`config.mk`:
```
export PLATFORM = sky130hd
export DESIGN_NAME = mem_arbiter_flat
export DESIGN_NICKNAME = d
export VERILOG_FILES = /design/src/rtl/mem_arb_pkg.sv /design/src/rtl/mem_arbiter_if.sv /design/src/rtl/mem_arbiter.sv /design/src/flat_wrapper.sv
export SDC_FILE = /design/constraint.sdc
export NUM_CORES = 1
export LEC_CHECK = 0
export ABC_AREA = 1
export BUFFER_PORTS_ARGS = -buffer_cell sky130_fd_sc_hd__buf_2
export CORE_MARGIN = 4
export CORE_UTILIZATION = 30
export CTS_CLUSTER_SIZE = 8
export DETAILED_ROUTE_END_ITERATION = 12
export GPL_ROUTABILITY_DRIVEN = 0
export SLEW_MARGIN = 10
export SYNTH_ARGS = -nofsm -noshare
export SYNTH_HDL_FRONTEND = slang
export SYNTH_SLANG_ARGS = --single-unit
```
`constraint.sdc`:
```
create_clock -name clk -period 1.3 [get_ports clk]
set_clock_uncertainty 0.15 [all_clocks]
set_input_delay 0.065 -clock clk [delete_from_list [all_inputs] [get_ports clk]]
set_output_delay 0.065 -clock clk [all_outputs]
set_load 0.005 [all_outputs]
```
`src/rtl/mem_arb_pkg.sv`:
```
// Shared types and constants for the IF/DM memory arbiter.
package mem_arb_pkg;

    // Requester that owns the read currently returning from the memory unit.
    typedef enum logic [1:0] {
        OWN_NONE = 2'd0,
        OWN_IF   = 2'd1,
        OWN_DM   = 2'd2
    } owner_t;

    // Memory-mapped I/O locations decoded inside the memory unit.
    localparam logic [9:0] IO_PORT0 = 10'h3F4;
    localparam logic [9:0] IO_PORT1 = 10'h3F8;
    localparam logic [9:0] IO_OUT   = 10'h3FC;

endpackage

```
`src/rtl/mem_arbiter_if.sv`:
```
// Bus bundle between the IF/DM requesters, the arbiter and the memory unit.
// slave  : arbiter side (consumes requests and mem_rdata)
// master : environment side (requesters plus memory unit)
interface mem_arbiter_if #(
    parameter int ADDR_W = 10,
    parameter int DATA_W = 32
);
    logic              if_req;
    logic [ADDR_W-1:0] if_addr;
    logic              if_ready;
    logic              if_valid;
    logic [DATA_W-1:0] if_rdata;

    logic              dm_req;
    logic              dm_we;
    logic [ADDR_W-1:0] dm_addr;
    logic [DATA_W-1:0] dm_wdata;
    logic              dm_ready;
    logic              dm_valid;
    logic [DATA_W-1:0] dm_rdata;

    logic [ADDR_W-1:0] mem_addr;
    logic [DATA_W-1:0] mem_wdata;
    logic              mem_we;
    logic              mem_rd;
    logic [DATA_W-1:0] mem_rdata;

    modport slave (
        input  if_req, if_addr,
        input  dm_req, dm_we, dm_addr, dm_wdata,
        input  mem_rdata,
        output if_ready, if_valid, if_rdata,
        output dm_ready, dm_valid, dm_rdata,
        output mem_addr, mem_wdata, mem_we, mem_rd
    );

    modport master (
        output if_req, if_addr,
        output dm_req, dm_we, dm_addr, dm_wdata,
        output mem_rdata,
        input  if_ready, if_valid, if_rdata,
        input  dm_ready, dm_valid, dm_rdata,
        input  mem_addr, mem_wdata, mem_we, mem_rd
    );

endinterface

```
`src/rtl/mem_arbiter.sv`:
```
// Single-port arbiter sharing the memory unit between instruction fetch and
// data memory. DM normally wins; IF is forced through after STARVE_MAX
// consecutive denied cycles. Reads return one cycle later to their issuer.
//
// owner (read-return tracker)
//   state    | meaning
//   OWN_NONE | no read data returning this cycle
//   OWN_IF   | mem_rdata this cycle belongs to IF
//   OWN_DM   | mem_rdata this cycle belongs to DM
module mem_arbiter
    import mem_arb_pkg::*;
#(
    parameter int ADDR_W     = 10,
    parameter int DATA_W     = 32,
    parameter int STARVE_MAX = 3
) (
    input  logic          clk,
    input  logic          rst,
    mem_arbiter_if.slave  bus
);

    localparam logic [3:0] C_STARVE_MAX = 4'(STARVE_MAX);

    owner_t            r_owner;
    owner_t            w_owner_nxt;
    logic [3:0]        r_starve_cnt;
    logic [3:0]        w_starve_nxt;
    logic [ADDR_W-1:0] r_addr_hold;
    logic [DATA_W-1:0] r_wdata_hold;
    logic [DATA_W-1:0] r_if_rdata;
    logic [DATA_W-1:0] r_dm_rdata;

    logic              w_starved;
    logic              w_if_win;
    logic              w_dm_win;
    logic              w_if_valid;
    logic              w_dm_valid;

    // Grant decision; nothing is granted while reset is asserted so the
    // memory unit sees a quiet bus during reset.
    always_comb begin
        w_starved = (r_starve_cnt == C_STARVE_MAX);
        w_if_win  = rst & bus.if_req & (~bus.dm_req | w_starved);
        w_dm_win  = rst & bus.dm_req & ~w_if_win;
    end

    // State register: read owner and IF starvation counter.
    always_ff @(posedge clk or negedge rst) begin
        if (!rst) begin
            r_owner      <= OWN_NONE;
            r_starve_cnt <= 4'd0;
        end else begin
            r_owner      <= w_owner_nxt;
            r_starve_cnt <= w_starve_nxt;
        end
    end

    // Next-state: a read grant claims the next cycle's return data; the
    // counter tracks consecutive denied IF cycles and saturates.
    always_comb begin
        w_owner_nxt = OWN_NONE;
        if (w_if_win) begin
            w_owner_nxt = OWN_IF;
        end else if (w_dm_win && !bus.dm_we) begin
            w_owner_nxt = OWN_DM;
        end

        w_starve_nxt = r_starve_cnt;
        if (!bus.if_req || w_if_win) begin
            w_starve_nxt = 4'd0;
        end else if (r_starve_cnt < C_STARVE_MAX) begin
            w_starve_nxt = r_starve_cnt + 4'd1;
        end
    end

    // Holding registers: last driven address/data, last returned data per port.
    always_ff @(posedge clk or negedge rst) begin
        if (!rst) begin
            r_addr_hold  <= '0;
            r_wdata_hold <= '0;
            r_if_rdata   <= '0;
            r_dm_rdata   <= '0;
        end else begin
            if (w_if_win) begin
                r_addr_hold  <= bus.if_addr;
                r_wdata_hold <= '0;
            end else if (w_dm_win) begin
                r_addr_hold  <= bus.dm_addr;
                r_wdata_hold <= bus.dm_wdata;
            end
            if (r_owner == OWN_IF) begin
                r_if_rdata <= bus.mem_rdata;
            end
            if (r_owner == OWN_DM) begin
                r_dm_rdata <= bus.mem_rdata;
            end
        end
    end

    // Outputs: memory-unit drive from the winner, return-data steering.
    always_comb begin
        w_if_valid    = (r_owner == OWN_IF);
        w_dm_valid    = (r_owner == OWN_DM);

        bus.if_ready  = w_if_win;
        bus.dm_ready  = w_dm_win;
        bus.mem_addr  = r_addr_hold;
        bus.mem_wdata = r_wdata_hold;
        bus.mem_we    = 1'b0;
        bus.mem_rd    = 1'b0;
        if (w_if_win) begin
            bus.mem_addr  = bus.if_addr;
            bus.mem_wdata = '0;
            bus.mem_rd    = 1'b1;
        end else if (w_dm_win) begin
            bus.mem_addr  = bus.dm_addr;
            bus.mem_wdata = bus.dm_wdata;
            bus.mem_we    = bus.dm_we;
            bus.mem_rd    = ~bus.dm_we;
        end

        bus.if_valid  = w_if_valid;
        bus.dm_valid  = w_dm_valid;
        bus.if_rdata  = w_if_valid ? bus.mem_rdata : r_if_rdata;
        bus.dm_rdata  = w_dm_valid ? bus.mem_rdata : r_dm_rdata;
    end

endmodule

```
`src/flat_wrapper.sv`:
```
// flat-port wrapper written by rule: the top's interface ports become plain ports
module mem_arbiter_flat import mem_arb_pkg::*;
#(
    parameter int ADDR_W     = 10,
    parameter int DATA_W     = 32,
    parameter int STARVE_MAX = 3
)
  (clk, rst, bus_if_req, bus_if_addr, bus_dm_req, bus_dm_we, bus_dm_addr, bus_dm_wdata, bus_mem_rdata, bus_if_ready, bus_if_valid, bus_if_rdata, bus_dm_ready, bus_dm_valid, bus_dm_rdata, bus_mem_addr, bus_mem_wdata, bus_mem_we, bus_mem_rd);
  mem_arbiter_if #(.ADDR_W(ADDR_W), .DATA_W(DATA_W)) bus_i ();
  input  logic clk;
  input  logic rst;
  input wire logic [$bits(bus_i.if_req)-1:0] bus_if_req;
  input wire logic [$bits(bus_i.if_addr)-1:0] bus_if_addr;
  input wire logic [$bits(bus_i.dm_req)-1:0] bus_dm_req;
  input wire logic [$bits(bus_i.dm_we)-1:0] bus_dm_we;
  input wire logic [$bits(bus_i.dm_addr)-1:0] bus_dm_addr;
  input wire logic [$bits(bus_i.dm_wdata)-1:0] bus_dm_wdata;
  input wire logic [$bits(bus_i.mem_rdata)-1:0] bus_mem_rdata;
  output wire logic [$bits(bus_i.if_ready)-1:0] bus_if_ready;
  output wire logic [$bits(bus_i.if_valid)-1:0] bus_if_valid;
  output wire logic [$bits(bus_i.if_rdata)-1:0] bus_if_rdata;
  output wire logic [$bits(bus_i.dm_ready)-1:0] bus_dm_ready;
  output wire logic [$bits(bus_i.dm_valid)-1:0] bus_dm_valid;
  output wire logic [$bits(bus_i.dm_rdata)-1:0] bus_dm_rdata;
  output wire logic [$bits(bus_i.mem_addr)-1:0] bus_mem_addr;
  output wire logic [$bits(bus_i.mem_wdata)-1:0] bus_mem_wdata;
  output wire logic [$bits(bus_i.mem_we)-1:0] bus_mem_we;
  output wire logic [$bits(bus_i.mem_rd)-1:0] bus_mem_rd;
  assign bus_i.if_req = bus_if_req;
  assign bus_i.if_addr = bus_if_addr;
  assign bus_i.dm_req = bus_dm_req;
  assign bus_i.dm_we = bus_dm_we;
  assign bus_i.dm_addr = bus_dm_addr;
  assign bus_i.dm_wdata = bus_dm_wdata;
  assign bus_i.mem_rdata = bus_mem_rdata;
  assign bus_if_ready = bus_i.if_ready;
  assign bus_if_valid = bus_i.if_valid;
  assign bus_if_rdata = bus_i.if_rdata;
  assign bus_dm_ready = bus_i.dm_ready;
  assign bus_dm_valid = bus_i.dm_valid;
  assign bus_dm_rdata = bus_i.dm_rdata;
  assign bus_mem_addr = bus_i.mem_addr;
  assign bus_mem_wdata = bus_i.mem_wdata;
  assign bus_mem_we = bus_i.mem_we;
  assign bus_mem_rd = bus_i.mem_rd;
  mem_arbiter #(.ADDR_W(ADDR_W), .DATA_W(DATA_W), .STARVE_MAX(STARVE_MAX)) u_core (.clk(clk), .rst(rst), .bus(bus_i));
endmodule
```
Word level (Yosys, flattened, before mapping):

Index checks and enable logic that the tools add are counted.
W data, S select, Z words.

* bitwise logic cells: 8
* multipliers: 0
* equal/unequal tests: 3
* shift-type cells: 0
* div/mod/pow operators: 0
* mux-type cells: 14
* reduce and logical (&&, ||, !) cells: 5
* add/sub/neg operators: 1
* order comparisons: 1

Operator list (number)
* $mux W32: 4
* $mux W10: 2
* $mux W4: 2
* $add A4 B1 Y4 const B: 1
* $and A1 B1 Y1: 4
* $eq A4 B2 Y1 const B: 1
* $lt A4 B2 Y1 const B: 1
* $mux W1: 4
* $mux W2: 2
* $not A1 Y1: 3
* $eq A2 B1 Y1 const B: 1
* $eq A2 B2 Y1 const B: 1
* $logic_not A1 Y1: 2
* $reduce_bool A2 Y1: 1
* $logic_and A1 B1 Y1: 1
* $logic_or A1 B1 Y1: 1
* $or A1 B1 Y1: 1

* output and inout bits: 112
* bits in writable memories: 0
* latch bits: 0
* word-level logic and storage cells: 38
* register bits after elaboration: 112
* memory bits (read-only): 0
* input bits: 89
* memories: 0

Logic depth before layout (Yosys ltp):

* depth in word-level cells: 8
* depth in mapped cells: 8
* gate-level depth less buffers: 8

Worst setup path before layout:

Ideal clock, no wire load.

* path kind: register to register
* start: register u_core.r_starve_cnt[0]
* end: register u_core.r_addr_hold[8]
* slack: -0.082 ns
* arrival time: 1.110 ns
* stages on the path, launching flop included: 9
* data required time: 1.029 ns
* cells stage by stage: dfrtp_1 > ha_1 > nand2_2 > nand2_1 > nand2_2 > buf_6 > nand2_1 > nand2_1 > inv_1

* cells in the longest elaborated chain, start to end: 7

RTL lines
* start, declared: line mem_arbiter.sv:26 `logic [3:0] r_starve_cnt;`
* start signal, assigned: line mem_arbiter.sv:54 `r_starve_cnt <= w_starve_nxt;`
* $eq A4 B2 Y1 (*): line mem_arbiter.sv:42 `w_starved = (r_starve_cnt == C_STARVE_MAX);`
* $or A1 B1 Y1 (*): line mem_arbiter.sv:43 `w_if_win = rst & bus.if_req & (~bus.dm_req | w_starved);`
* $and A1 B1 Y1 (*): line mem_arbiter.sv:43
* $not A1 Y1: line mem_arbiter.sv:44 `w_dm_win = rst & bus.dm_req & ~w_if_win;`
* $and A1 B1 Y1: line mem_arbiter.sv:44
* $mux W10
* $mux W10 (*)
* named net bus_mem_addr[8]: line flat_wrapper.sv:25 `output wire logic [$bits(bus_i.mem_addr)-1:0] bus_mem_addr;`
* end signal, assigned: line mem_arbiter.sv:85 `r_addr_hold <= bus.if_addr;`
* end signal, assigned: line mem_arbiter.sv:88 `r_addr_hold <= bus.dm_addr;`
* end, declared: line mem_arbiter.sv:28 `logic [ADDR_W-1:0] r_addr_hold;`

The timed path passes the listed nets; every way through them passes the cells marked *.
A chain may end at the register's enable or synchronous reset.

Worst setup path after layout:

* start: register u_core.r_starve_cnt[0]
* end: output port bus_mem_wdata[27]

* cells in the longest elaborated chain, start to end: 7

RTL lines
* $eq A4 B2 Y1 (*): line mem_arbiter.sv:42
* $or A1 B1 Y1 (*): line mem_arbiter.sv:43
* $and A1 B1 Y1 (*): line mem_arbiter.sv:43
* $not A1 Y1: line mem_arbiter.sv:44
* $and A1 B1 Y1: line mem_arbiter.sv:44
* $mux W32: line mem_arbiter.sv:115 `end else if (w_dm_win) begin`
* $mux W32 (*)
* end, declared: line flat_wrapper.sv:26 `output wire logic [$bits(bus_i.mem_wdata)-1:0] bus_mem_wdata;`

Every way passes the cells marked *; elsewhere a longest branch is shown, timed or not.

==> flow_summary.yaml <==
sta:
  whs_ns: -0.141
  setup_violations: 219
  final-hold-violation-count: 5
  fmax_mhz: 516
  worstMarginPinSlew_ns: 0.527
  max_slew_margin_pct: 64.9
  maxSlewViolCount: 0
  period_needed_ns: 1.94
  period_share_pct: 149
  rsz0062_at_grt: "true"
  setup_slack_ns: -0.638
worst_hold_path:
  hold_path.class: "input pin to flop"
  hp-start: "bus_dm_wdata[26]"
  holdPathEnd: "u_core.r_wdata_hold[26]"
  whs_path_depth: 3
synth:
  ys_warn_count: 0
  synth_most_common_cell: "nand2_1"
  syn-num-nets: 585
  yosys.area.top_type_share_pct: 62.8
  synthFlopType: "dfrtp_1"
  synth_edf_count: 0
  async_reset_ff_share_pct: 100
  synth_area_leaders: "dfrtp_1 63%, nand2_1 16%, o21ai_0 7.3%, inv_1 4.0%, a21oi_1 3.6%"
  synthCells: 495
  netlist_area_mm2: 0.00446
  yosysSeqAreaShare_pct: 62.8
  yosys-top-cells-count: "194 x nand2_1, 112 x dfrtp_1, 65 x o21ai_0"
  synth_top_area_cell: "dfrtp_1"
  synth.distinct_cells: 19
  syn_avg_cell_area_um2: 9.02
  synth_seq_cells: 112
floorplan:
  start_util_pct: 30.7
  placementRows: 44
  fp.dieH_um: 130
  fp.dieW_um: 130
  coreArea_mm2: 0.0145
  die-area_mm2: 0.0169
  io_pins: 201
routing:
  viasPerCell: 4.67
  wl_met1_um: 6870
  drc: 0
  wl_met2_um: 10200
  drt_pre_antenna_iters: 4
  drtIter0Drc: 151
  drt-total-wl_um: 18700
  wl_met3_um: 1150
  top_layer_used: "met4"
  ant_nets: 0
  num_vias: 4890
  routedWlPerCell_um: 17.8
critical_path:
  reg2reg_slack_ns: -0.52
  critPathBufInv: 3
  cp-end-kind: "output pin"
  worstPathArrival_ns: 1.72
  path_class: "flop to output pin"
  max_stage_delay_ns: 0.40
  regToRegEndpoint: "u_core.r_addr_hold[7]"
  cp_max_fo: 8
  reg2reg_depth: 12
  r2r_start: "u_core.r_starve_cnt[0]"
  worstPathRequired_ns: 1.09
  crit_path_top_delay_cell: "dfrtp_1"
  worstSetupStartpointType: "flop"
  crit_path_frequent_cell: "buf_12"
  cp_top_family: "buffers and inverters"
  crit_chain: "ha_2 > nand2_4 > a21oi_4 > buf_12 > buf_12 > a21oi_2 > buf_2"
clock_network:
  tritoncts: "built"
  cts_max_level: 3
  clock-sinks: 112
  clockBufferDepth: 2
  cts_made_buffers: 9
  root_buffer: "clkbuf_16"
  path_clk_slew_ns: 0.07
  worst_skew_pair.late_latency_ns: 0.35
finish:
  syn_to_final_growth_pct: 111
  layout-drive-gt1-share_pct: 57.2
  n_antenna_cell: 0
  stdcell_count: 1046
  nets: 947
  stdcell_area_mm2: 0.00941
power:
  vdd_drop_max_v: 0.000832
  p_leak_nw: 4.65
  power_density_mw_per_mm2: 1220
outcome:
  status: "complete, but fails checks"
  failed_checks: "negative hold slack, negative setup slack"
grt:
  globalRouteTotalUtil_pct: 20.1
  antenna_found_initial: 0
  grt_pass1_wl_um: 26300
  grt_pass1_vias: 5017
  overflow: 0
  grt_max_degree: 96
place:
  place_area_mm2: 0.00597
  dp_hpwl_um: 8370
  io_buffer_count: 200
  place_inst: 892
  dp_slack_ns: -0.235
run:
  drv_cap: 0
[how the worst max path moves through the flow]
| stage | from | endpoint | slack (ns) | depth (start not counted) |
|---|---|---|---|---|
| after floorplan | u_core.r_starve_cnt[0] | u_core.r_addr_hold[8] | -0.02 | 8 |
| after global placement | u_core.r_starve_cnt[1] | u_core.r_owner[1] | -0.23 | 6 |
| after detailed placement | u_core.r_starve_cnt[1] | u_core.r_owner[1] | -0.24 | 6 |
| after CTS | u_core.r_starve_cnt[0] | bus_mem_wdata[9] | -0.58 | 6 |
| after global routing | u_core.r_starve_cnt[0] | bus_mem_wdata[27] | -0.69 | 7 |
| final | u_core.r_starve_cnt[0] | bus_mem_wdata[27] | -0.64 | 7 |
[report_power, final]
group          switching [mW]  internal (mW)
Combinational            1.90           2.21
Sequential              0.377           4.08
Clock                    1.33           1.56
Total                    3.60           7.84
[cells by family after synthesis]
logic type | count (synthesis) | share of synthesized area [%]
AO/OA/AOI/OAI | 98 | 11.2
adder cells (fa/ha/maj) | 1 | 0.280
XOR/XNOR | 1 | 0.196
flip-flops | 112 | 62.8
buffers and inverters | 75 | 7.57
AND/OR/NAND/NOR | 208 | 17.9
[metrics by stage]
step / power (mW) / TNS [ns] / utilization (%) / hold slack [ns]
floorplan: 5.16 / -0.0187 / - / -0.381
global placement: 6.39 / -14.03 / 41.1 / -0.00622
detailed placement: 6.42 / -17.56 / 41.1 / -0.0115
CTS: 10.7 / -64.21 / 59.9 / -0.166
global route: 12.0 / -79.89 / 64.8 / -0.148
finish: 11.4 / -69.42 / 64.8 / -0.141
[repair_timing]
action                                 CTS  global route
pin swaps                                9            16
gates cloned                            13             7
endpoints found under the hold margin  216             6
hold buffers                            76             2
setup buffers                           43            24
setup endpoints to repair              187           224
gates resized for setup                314           126
[tightest hold or removal path: stages]
cell     delay, ns
buf_2         0.10
nand2_1       0.10
a21oi_2       0.07
[final cells by class]
cell class,count,area (um^2)
Clock buffer,10,239
Sequential cell,112,2800
Timing Repair Buffer,376,3210
Multi-Input combinational cell,309,2670
Inverter,49,194
Fill cell,1017,5120
Clock inverter,6,67.6
Tap cell,184,230
[state kept, by name, indices dropped and copies added (netlist names)]
name / count
u_core.r_dm_rdata: 32
u_core.r_if_rdata: 32
u_core.r_wdata_hold: 32
u_core.r_addr_hold: 10
u_core.r_starve_cnt: 4
u_core.r_owner: 2
[placed cells by master, fill, tap and decap left out]
master / count
clkinv_4: 1
ha_2: 1
o21ai_2: 6
buf_16: 6
a21oi_1: 9
nand2_4: 47
buf_2: 192
nand2_8: 6
inv_2: 3
buf_8: 1
a21oi_2: 19
clkinvlp_4: 1
buf_6: 46
clkbuf_16: 14
buf_4: 25
nor2_1: 4
o21ai_4: 59
nand3_1: 1
inv_4: 4
inv_1: 42
dlygate4sd3_1: 78
nand2_2: 23
a21oi_4: 5
nand3_2: 2
clkbuf_8: 1
nor2_4: 4
bufinv_16: 1
clkinv_2: 2
inv_8: 1
xor2_1: 1
nand2_1: 122
dfrtp_1: 112
buf_12: 23
[layer usage]
layer / vias to the layer above / global-route usage, %
met4: 0 / 8.44
met1: 2400 / 22.0
met3: 35 / 5.32
li1: 2262 / -
met5: - / 0
met2: 193 / 36.6
No activity file was read; power rests on OpenSTA's default activity.
